$ cat src/rtl/img_filter_pkg.sv
// Shared types and sizes for the image filter line buffers.
// State encoding and pixel/line geometry.
package img_filter_pkg;

  localparam int PIX_W    = 24;
  localparam int LINE_MAX = 2048;
  localparam int COL_W    = $clog2(LINE_MAX);

  typedef enum logic [1:0] {
    IDLE  = 2'd0,
    FLUSH = 2'd1,
    PRIME = 2'd2,
    RUN   = 2'd3
  } ld_state_t;

endpackage

$ cat src/rtl/line_delay_ctrl.sv
// One-line delay sequencer around a 2048x24 sync FIFO.
// Pairs each pixel with the same column of the previous line.
module line_delay_ctrl
  import img_filter_pkg::*;
#(
  parameter int IMG_WIDTH = 1920,
  parameter int FLUSH_CYC = 4
) (
  input  logic             clk,
  input  logic             rst_n,
  input  logic             frame_start,
  input  logic             in_valid,
  input  logic [PIX_W-1:0] in_data,
  output logic             out_valid,
  output logic [PIX_W-1:0] out_cur,
  output logic [PIX_W-1:0] out_prev,
  output logic             out_prev_vld,
  output logic             out_eol,
  output logic             fifo_rst,
  output logic             fifo_wr_en,
  output logic [PIX_W-1:0] fifo_wr_data,
  output logic             fifo_rd_en,
  input  logic [PIX_W-1:0] fifo_rd_data,
  input  logic             fifo_full,
  input  logic             fifo_empty,
  output logic             err_ovf,
  output logic             err_unf
);

  localparam logic [COL_W-1:0] COL_LAST =
    COL_W'(IMG_WIDTH - 1);
  localparam logic [3:0] FL_LAST =
    4'(FLUSH_CYC - 1);

  ld_state_t        state;
  ld_state_t        state_nxt;
  logic [COL_W-1:0] col;
  logic [COL_W-1:0] col_nxt;
  logic [3:0]       fcnt;
  logic [3:0]       fcnt_nxt;
  logic             last_col;
  logic             accept;
  logic             rd_req;
  logic             ovf_hit;
  logic             unf_hit;

  assign last_col = (col == COL_LAST);

  // Next state, column and flush count; decides pixel acceptance.
  always_comb begin
    state_nxt = state;
    col_nxt   = col;
    fcnt_nxt  = fcnt;
    accept    = 1'b0;
    rd_req    = 1'b0;
    if (frame_start) begin
      state_nxt = FLUSH;
      col_nxt   = '0;
      fcnt_nxt  = '0;
    end else begin
      unique case (state)
        IDLE: begin
          state_nxt = IDLE;
        end
        FLUSH: begin
          if (fcnt == FL_LAST) begin
            state_nxt = PRIME;
          end else begin
            fcnt_nxt = fcnt + 4'd1;
          end
        end
        PRIME: begin
          if (in_valid) begin
            accept = 1'b1;
            if (last_col) begin
              col_nxt   = '0;
              state_nxt = RUN;
            end else begin
              col_nxt = col + 1'b1;
            end
          end
        end
        RUN: begin
          if (in_valid) begin
            accept = 1'b1;
            rd_req = 1'b1;
            if (last_col) begin
              col_nxt = '0;
            end else begin
              col_nxt = col + 1'b1;
            end
          end
        end
        default: begin
          state_nxt = IDLE;
        end
      endcase
    end
  end

  assign fifo_wr_en   = accept & ~fifo_full;
  assign fifo_rd_en   = rd_req & ~fifo_empty;
  assign fifo_wr_data = in_data;
  assign out_prev     = fifo_rd_data;
  assign ovf_hit      = accept & fifo_full;
  assign unf_hit      = rd_req & fifo_empty;

  // State, column and flush counters.
  always_ff @(posedge clk or negedge rst_n) begin
    if (!rst_n) begin
      state <= IDLE;
      col   <= '0;
      fcnt  <= '0;
    end else begin
      state <= state_nxt;
      col   <= col_nxt;
      fcnt  <= fcnt_nxt;
    end
  end

  // Output pixel stage, one cycle behind the input.
  always_ff @(posedge clk or negedge rst_n) begin
    if (!rst_n) begin
      out_valid    <= 1'b0;
      out_cur      <= '0;
      out_eol      <= 1'b0;
      out_prev_vld <= 1'b0;
      fifo_rst     <= 1'b0;
    end else begin
      out_valid    <= accept;
      out_eol      <= accept & last_col;
      out_prev_vld <= fifo_rd_en;
      fifo_rst     <= (state_nxt == FLUSH);
      if (accept) begin
        out_cur <= in_data;
      end
    end
  end

  // Sticky error flags, cleared by a new frame.
  always_ff @(posedge clk or negedge rst_n) begin
    if (!rst_n) begin
      err_ovf <= 1'b0;
      err_unf <= 1'b0;
    end else if (frame_start) begin
      err_ovf <= 1'b0;
      err_unf <= 1'b0;
    end else begin
      if (ovf_hit) begin
        err_ovf <= 1'b1;
      end
      if (unf_hit) begin
        err_unf <= 1'b1;
      end
    end
  end

endmodule

$ cat config.mk
export PLATFORM = sky130hd
export DESIGN_NAME = line_delay_ctrl
export DESIGN_NICKNAME = d
export VERILOG_FILES = /design/src/rtl/img_filter_pkg.sv /design/src/rtl/line_delay_ctrl.sv
export SDC_FILE = /design/constraint.sdc
export NUM_CORES = 1
export LEC_CHECK = 0
export BUFFER_PORTS_ARGS = -buffer_cell sky130_fd_sc_hd__buf_4
export CAP_MARGIN = 20
export CORE_MARGIN = 5
export CORE_UTILIZATION = 44
export DETAILED_ROUTE_END_ITERATION = 8
export GPL_ROUTABILITY_DRIVEN = 0
export GPL_TIMING_DRIVEN = 0
export PLACE_DENSITY = 0.86
export SYNTH_ARGS = -nofsm -noshare
export SYNTH_HDL_FRONTEND = slang
export SYNTH_SLANG_ARGS = --single-unit
$ cat constraint.sdc
create_clock -name clk -period 2.07 [get_ports clk]
set_clock_uncertainty 0.05 [all_clocks]
set_input_delay 0.1035 -clock clk [delete_from_list [all_inputs] [get_ports clk]]
set_output_delay 0.1035 -clock clk [all_outputs]
set_load 0.01 [all_outputs]
==> out/qor.txt <==
Die Span Y: 84.0 um
initial drt markers: 56
P&R area growth vs syn: 51.6%
Mapped Cells: 258
hpwl dp: 4510 um
share of post-route cells with drive strength above 1: 45.3%
fin crit period: 1830 ps
R2R depth: 5
n_diodes: 0
GRT Total Usage: 18.4%
Yosys warnings: 0
Starting Density: 44.6%
placed cell count: 438
H-tree levels: 2
final hold vios: 0
number of synthesized flops with an enable pin: 0
switching portion of total power: 32.4%
kind of critical path: flip-flop to primary output
worst skew pair latency: 300 ps
worst slew pin tran: 588 ps
synth unique cells: 43
cell internal pwr: 1.98 mW
Non-Filler Instances: 469
CTS buffer count: 5
CP startpoint kind: flip-flop
combinational share of power: 37.6%
CP required: 1920 ps
status: complete, no violations
RSZ-0062 raised after global routing: false
core area: 5410 um^2
Detailed Route WL: 6590 um
clock power share: 17.8%
Design Power: 2.93 mW
largest net degree at the start of global routing: 48
top_reg_cell synth: dfrtp_1
count of nets after finishing: 454
Post-CTS Setup Inserts: 0
drt first pass iters: 4
Critical Path AT: 1680 ps
I/O Pins: 134
CTS tree: built
Worst setup EP type: primary output
worst hold path depth: 3
pins over their slew limit: 0
synthesized area: 2410 um^2
Yosys reg bits: 47
post-route ant nets: 0
largest buffer count on any clock path: 2
Port Buffer Count: 108
vias in the first global route: 2,290
pwr/cell area: 802 nW/um^2
first-pass GRT wire length: 10,700 um
Tcrit/Tclk final: 88.6%
Fmax achieved: 545 MHz
Peak VDD IR: 0.558 mV
Hold WC Path Type: input pin to flip-flop
Switching Power: 951 uW
clock root buffer master: clkbuf_8
Mapped Avg Cell Area: 9.34 um^2
Std-Cell Rows: 27
ys async rst share: 100%
total gr overflow: 0
clk sinks: 47
DRC viols: 0
Finished Core Util: 67.6%
initial antenna violation count: 0
LEAKAGE: 1.94 nW
Avg Vias per Cell: 4.70
max_slew headroom: 60.8%
max-cap violations: 0
Seq pwr share: 44.6%
syn_nets: 314
Avg WL per Cell: 14.0 um
endpoints failing setup: 0
die width: 84.0 um
DR vias: 2,204
die area: 7050 um^2
clock slew at reported path FFs: 90 ps
sequential fraction of the synthesis area: 48.8%
CP Max Fanout: 16
setup TNS: 0 ps
==> layout make-up <==
class | instances | area, um^2
well taps | 72 | 90.1
clock inverters | 1 | 7.51
flip-flops and latches | 47 | 1180
multi-input cells | 152 | 807
inverters | 2 | 7.51
fillers | 411 | 1750
plain buffers | 56 | 424
repair buffers | 134 | 1070
clock buffers | 5 | 68.8
==> synthesized netlist by cell type (all sizes together) (2+ instances only) <==
cell,n,area [um^2]
nor4,2,27.5
or3,3,18.8
a31oi,2,12.5
buf,55,422
nand2,82,310
or4,2,18.8
inv,2,7.50
nand3,6,40.0
a21oi,4,20.0
o31ai,2,15.0
a31o,2,17.5
nand4,2,12.5
mux2i,2,20.0
xnor2,4,35.0
nor3,2,10.0
nor3b,3,22.5
dfrtp,47,1180
clkbuf,2,7.51
o21ai,3,15.0
nor2,14,52.6
ha,2,25.0
nor2b,2,12.5
or2,3,18.8
==> path summary, 6_finish.rpt <==
kind | startpoint | endpoint | slack, ps
worst min register to register | out_cur[5] | out_cur[5] | 430
worst min-delay path | fifo_full | err_ovf | 50
worst max-delay path | state[1] | fifo_rd_en | 240
worst max register to register | col[0] | col[3] | 310
max in group asynchronous | rst_n | col[5] | 1260
min in group asynchronous | rst_n | col[8] | 300
==> power groups by stage <==
stage | Clock, mW | Sequential, mW | Combinational [mW]
after floorplan | 0 | 1.40 | 0.402
after global placement | 0 | 1.31 | 1.02
after detailed placement | 0 | 1.32 | 1.05
after CTS | 0.524 | 1.30 | 1.10
after global routing | 0.564 | 1.34 | 1.20
final | 0.522 | 1.31 | 1.10
==> cell families (layout without fill, tap and decap cells) <==
logic type | after synthesis | count (layout) | synth area share, %
buf+inv | 59 | 198 | 18.1
compound gates | 17 | 17 | 5.04
flops | 47 | 47 | 48.8
xor+xnor | 5 | 5 | 1.82
simple gates | 126 | 126 | 24.3
mux | 2 | 2 | 0.831
fa+ha+maj | 2 | 2 | 1.04
==> per-stage QoR <==
stage | setup slack [ps] | area, um^2 | hold slack (ps)
final | 236 | 3650 | 50.8
after detailed placement | 210 | 3310 | 98.3
after CTS | 12.3 | 3650 | 66.8
after global placement | 213 | 3310 | 94.8
after global routing | 123 | 3650 | 54.3
after floorplan | 468 | 2410 | -242
==> repair_timing <==
action	in CTS	in global routing
gates cloned	0	0
hold buffers	26	0
endpoints found under the hold margin	72	0
resized for setup	1	1
setup endpoints to repair	1	2
==> worst max-delay path, cell delays in order (launching register included) <==
cell     delay, ps
dfrtp_1        340
buf_4          170
nand2_2        100
or2_1          230
buf_6          170
nor3b_4        220
buf_4          160
==> layout by cell type (no fill, tap or decap), drive strengths merged, types with 4 or more instances in the layout <==
cell type and count:
buf 162, nand2 82, dfrtp 47, dlygate4sd3 26, nor2 14, clkbuf 7, nand3 6, a21oi 4
xnor2 4
==> state kept, by name, indices dropped and copies added, names as in the netlist <==
register,cells
col,11
err_ovf,1
err_unf,1
fcnt,4
fifo_rst,1
out_cur,24
out_eol,1
out_prev_vld,1
out_valid,1
state,2
==> routing by layer <==
layer	wire (um)	GRT usage, %	up-vias
met1	2570	20.0	1030
li1	-	-	1067
met3	587	6.52	9
met2	3380	34.3	98
met4	51	3.80	0
met5	0	0	-
(Power assumes the default switching activity.)
